$ cat src/rtl/avm_single_read.sv
// Avalon-MM single-read engine: request/accept/valid qualification plus a
// per-transaction down-counting timeout with terminal-count compare.
module avm_single_read #(
   parameter int TIMEOUT_CYCLES = 1024
) (
   input  logic        clock,
   input  logic        reset_n,
   input  logic        load,
   input  logic        req,
   input  logic        wait_rsp,
   input  logic        addr,
   output logic        avm_address,
   output logic        avm_read,
   input  logic        avm_waitrequest,
   input  logic [31:0] avm_readdata,
   input  logic        avm_readdatavalid,
   output logic        accepted,
   output logic        valid,
   output logic        expired,
   output logic [31:0] rd_data
);

   localparam int            CW      = $clog2(TIMEOUT_CYCLES);
   localparam logic [CW-1:0] TC_LOAD = CW'(TIMEOUT_CYCLES - 1);

   logic [CW-1:0] tmr;
   logic          active;

   assign active = req | wait_rsp;

   // Loaded with N-1 so the terminal count is seen on the N-th active cycle.
   always_ff @(posedge clock or negedge reset_n) begin
      if (!reset_n) begin
         tmr <= '0;
      end else if (load) begin
         tmr <= TC_LOAD;
      end else if (active && (tmr != '0)) begin
         tmr <= tmr - CW'(1);
      end
   end

   assign avm_read    = req;
   assign avm_address = addr;
   assign accepted    = req & ~avm_waitrequest;
   assign valid       = wait_rsp & avm_readdatavalid;
   assign expired     = active & (tmr == '0);
   assign rd_data     = avm_readdata;

endmodule

$ cat config.mk
export PLATFORM = sky130hd
export DESIGN_NAME = avm_single_read
export DESIGN_NICKNAME = d
export VERILOG_FILES = /design/src/rtl/avm_single_read.sv
export SDC_FILE = /design/constraint.sdc
export NUM_CORES = 1
export LEC_CHECK = 0
export ABC_CLOCK_PERIOD_IN_PS = 1700
export BUFFER_PORTS_ARGS = -buffer_cell sky130_fd_sc_hd__clkbuf_2
export CAP_MARGIN = 20
export CORE_MARGIN = 5
export CORE_UTILIZATION = 33
export CTS_CLUSTER_DIAMETER = 40
export CTS_CLUSTER_SIZE = 8
export DETAILED_ROUTE_END_ITERATION = 8
export GPL_ROUTABILITY_DRIVEN = 0
export GPL_TIMING_DRIVEN = 0
export PLACE_DENSITY = 0.83
export SKIP_CTS_REPAIR_TIMING = 1
export SYNTH_ARGS = -nofsm -noshare
export SYNTH_HDL_FRONTEND = slang
export SYNTH_SLANG_ARGS = --single-unit
$ cat constraint.sdc
create_clock -name clock -period 1.7 [get_ports clock]
set_input_delay 0.255 -clock clock [delete_from_list [all_inputs] [get_ports clock]]
set_output_delay 0.255 -clock clock [all_outputs]
set_load 0.005 [all_outputs]
==> flow_summary.json <==
{
  "remaining_drc_errors": 0,
  "met2_usage_pct": 19.1,
  "failed_checks": "negative setup slack",
  "largest_regs": "tmr: 10 flops",
  "ys_top_cells_by_area": "buf_4 31%, dfrtp_1 30%, or4_1 2.7%",
  "critical_path.startpoint": "tmr[5]",
  "first_global_vias": 849,
  "area_delta_synth_final_pct": 47.3,
  "fin_crit_sh_pct": 110,
  "clkSinkCount": 10,
  "remaining_number_of_nets_flagged_by_the_antenna_check_after_routing": 0,
  "cpMostUsedCell": "buf_6",
  "rsz0062_at_grt": "yes",
  "filler_cell_count": 253,
  "cts_buffers": 3,
  "vdd_ir_drop_max_mv": 0.346,
  "seq_area_frac_synth_pct": 29.5,
  "ys_ff_latch": 10,
  "synth_largest_area_cell": "buf_4",
  "cp_cell_sequence": "buf_6 > or4_4 > buf_6 > buf_4 > or4_1 > nand3b_1",
  "floorplan.rows": 18,
  "grt_use_met1_pct": 12.9,
  "hold_class": "input port to register",
  "slowest_delay_ns": 0.47,
  "syn_avg_cell_area_um2": 9.01,
  "final_critical_path_setup_slack_ns": -0.163,
  "port_buffers": 42,
  "max_freq_mhz": 537,
  "vias_per_cell": 4.89,
  "antenna_found_initial": 0,
  "cp.arrival_ns": 2.07,
  "clock_latency_ns": 0.27,
  "start_point_of_the_worst_min_delay_path": "load",
  "initial_utilization_pct": 34.2,
  "dp_hpwl_um": 1730,
  "grt_max_degree": 11,
  "hold_viol_final": 0,
  "syn_inst": 94,
  "clk_pin_slew_ns": 0.06,
  "post_dp_cell_area_mm2": 0.00109,
  "largest_register": "tmr",
  "p_total_w": 0.000583,
  "diode_insertion_count_for_antenna_repair": 0,
  "reg_to_reg_critical_path_startpoint": "tmr[5]",
  "core-area_mm2": 0.00248,
  "synth_async_sr_flop_share_pct": 100,
  "synthesized_netlist_net_count": 135,
  "synth_common_cells": "35 x buf_4, 10 x dfrtp_1, 5 x nor2_1",
  "clock-skew-final_ns": 0.00297,
  "final_core_utilization_pct": 50.4,
  "timing.final.crit_period_ns": 1.86,
  "timing_worst_slew_pin_value_ns": 0.399,
  "fp.dieH_um": 60.7,
  "globalRoute.busiestLayer": "met2",
  "yosysWarningCount": 0,
  "via_total_after_detailed_routing": 885,
  "detail_route.wl_per_cell_um": 13.0,
  "dr.pass1.iters": 6,
  "drt_wl_total_um": 2350,
  "track_usage_pct": 11.5,
  "holdWs_ns": 0.268,
  "critical_path_peak_fanout": 4,
  "report.final.slew_viol_count": 0,
  "sort_of_element_at_the_start_of_the_critical_path": "register",
  "met3_usage_pct": 4.47,
  "largest_register_ff_count": 10,
  "final_cell_area_mm2": 0.00125,
  "power-per-cell-area_mw_per_mm2": 467,
  "pin_count": 77,
  "die-area_mm2": 0.00368,
  "setup_total_negative_slack_ns": -0.510,
  "main_synth_ff_type": "dfrtp_1",
  "yosysUniqueCellTypes": 34,
  "path_class": "register to register",
  "first_iter_violations": 8,
  "finalNetCount": 194,
  "synth-edff-count": 0,
  "ctsRootBufferMaster": "clkbuf_4",
  "timing.slew.headroom_pct": 73.3,
  "clockBufferDepth": 2,
  "synth.most_common_cell": "buf_4",
  "yosys.area.top_type_share_pct": 31.0,
  "final-setup-viol-count": 5,
  "synth.cell_area_um2": 847,
  "max_cap_violations": 0,
  "result_of_the_run": "finished with violations",
  "cts_tree": "done",
  "timing.critical_path.required_ns": 1.90,
  "critical_path.slowest_cell": "or4_4",
  "power_leakage_nw": 0.604,
  "cts.htree.levels": 1,
  "grt_pass1_wl_um": 3230,
  "worstSetupEndpointType": "register",
  "die_width_um": 60.7,
  "gr_ovfl_total": 0,
  "drive_gt1_share_pct": 68.9
}
-- power breakdown --
| part | internal, W | leakage (nW) | switching [W] | total, W |
|---|---|---|---|---|
| Sequential | 0.000245 | 0.0898 | 0.00000620 | 0.000251 |
| Combinational | 0.000105 | 0.501 | 0.0000635 | 0.000169 |
| Clock | 0.0000819 | 0.0138 | 0.0000810 | 0.000163 |
| Total | 0.000432 | 0.604 | 0.000151 | 0.000583 |
-- logic make-up (layout without fill, tap and decap cells) --
| family | count (synthesis) | count (layout) | share of synthesized area, % |
|---|---|---|---|
| compound gates | 16 | 16 | 14.5 |
| xor+xnor | 1 | 1 | 1.03 |
| fa+ha+maj | 1 | 1 | 1.48 |
| buf+inv | 40 | 97 | 34.3 |
| flops | 10 | 10 | 29.5 |
| mux | 1 | 1 | 1.18 |
| simple gates | 25 | 25 | 18.0 |
-- through the flow --
stage                     setup slack [ns]  std cells
after floorplan                     0.0247         94
after global placement             -0.0935        166
after detailed placement            -0.145        166
after CTS                           -0.263        169
after global routing                -0.194        181
final                               -0.163        181
-- critical path, delay by kind of cell, from the launching register on --
| family | cells | cell delay (ns) |
|---|---|---|
| flops | 1 | 0.38 |
| simple gates | 3 | 1.04 |
| buf+inv | 3 | 0.38 |
-- layout by cell type, fill, tap and decap left out, types with 3 or more instances in the layout --
cell       n
nor3_1     3
buf_4     46
clkbuf_2  41
o21ai_0    3
nor2_1     5
clkbuf_4   3
dfrtp_1    8
-- layout make-up --
cell class,instances,area [um^2],share of cell area (%)
sequential,10,253,20.3
inverter,3,11.3,0.903
multi-input combinational,44,335,26.9
tap,30,37.5,3.01
timing repair buffer,54,303,24.3
clock buffer,3,22.5,1.81
buffer,37,285,22.9
-- path summary, 6_finish.rpt --
kind / cells after the start / slack [ns] / end
min in group asynchronous: 2 / 0.39 / tmr[9]
setup / recovery: 6 / -0.16 / tmr[9]
max in group asynchronous: 2 / 1.08 / tmr[2]
hold / removal: 2 / 0.27 / tmr[3]
hold reg to reg: 1 / 0.53 / tmr[2]
setup reg to reg: 6 / -0.16 / tmr[9]
-- per-layer routing --
| layer | vias up | part of all wire [%] |
|---|---|---|
| li1 | 415 | - |
| met1 | 393 | 33 |
| met2 | 70 | 50 |
| met3 | 7 | 14 |
| met4 | 0 | 2.8 |
| met5 | - | 0 |
Note: power is estimated with default switching activity, not from simulation.
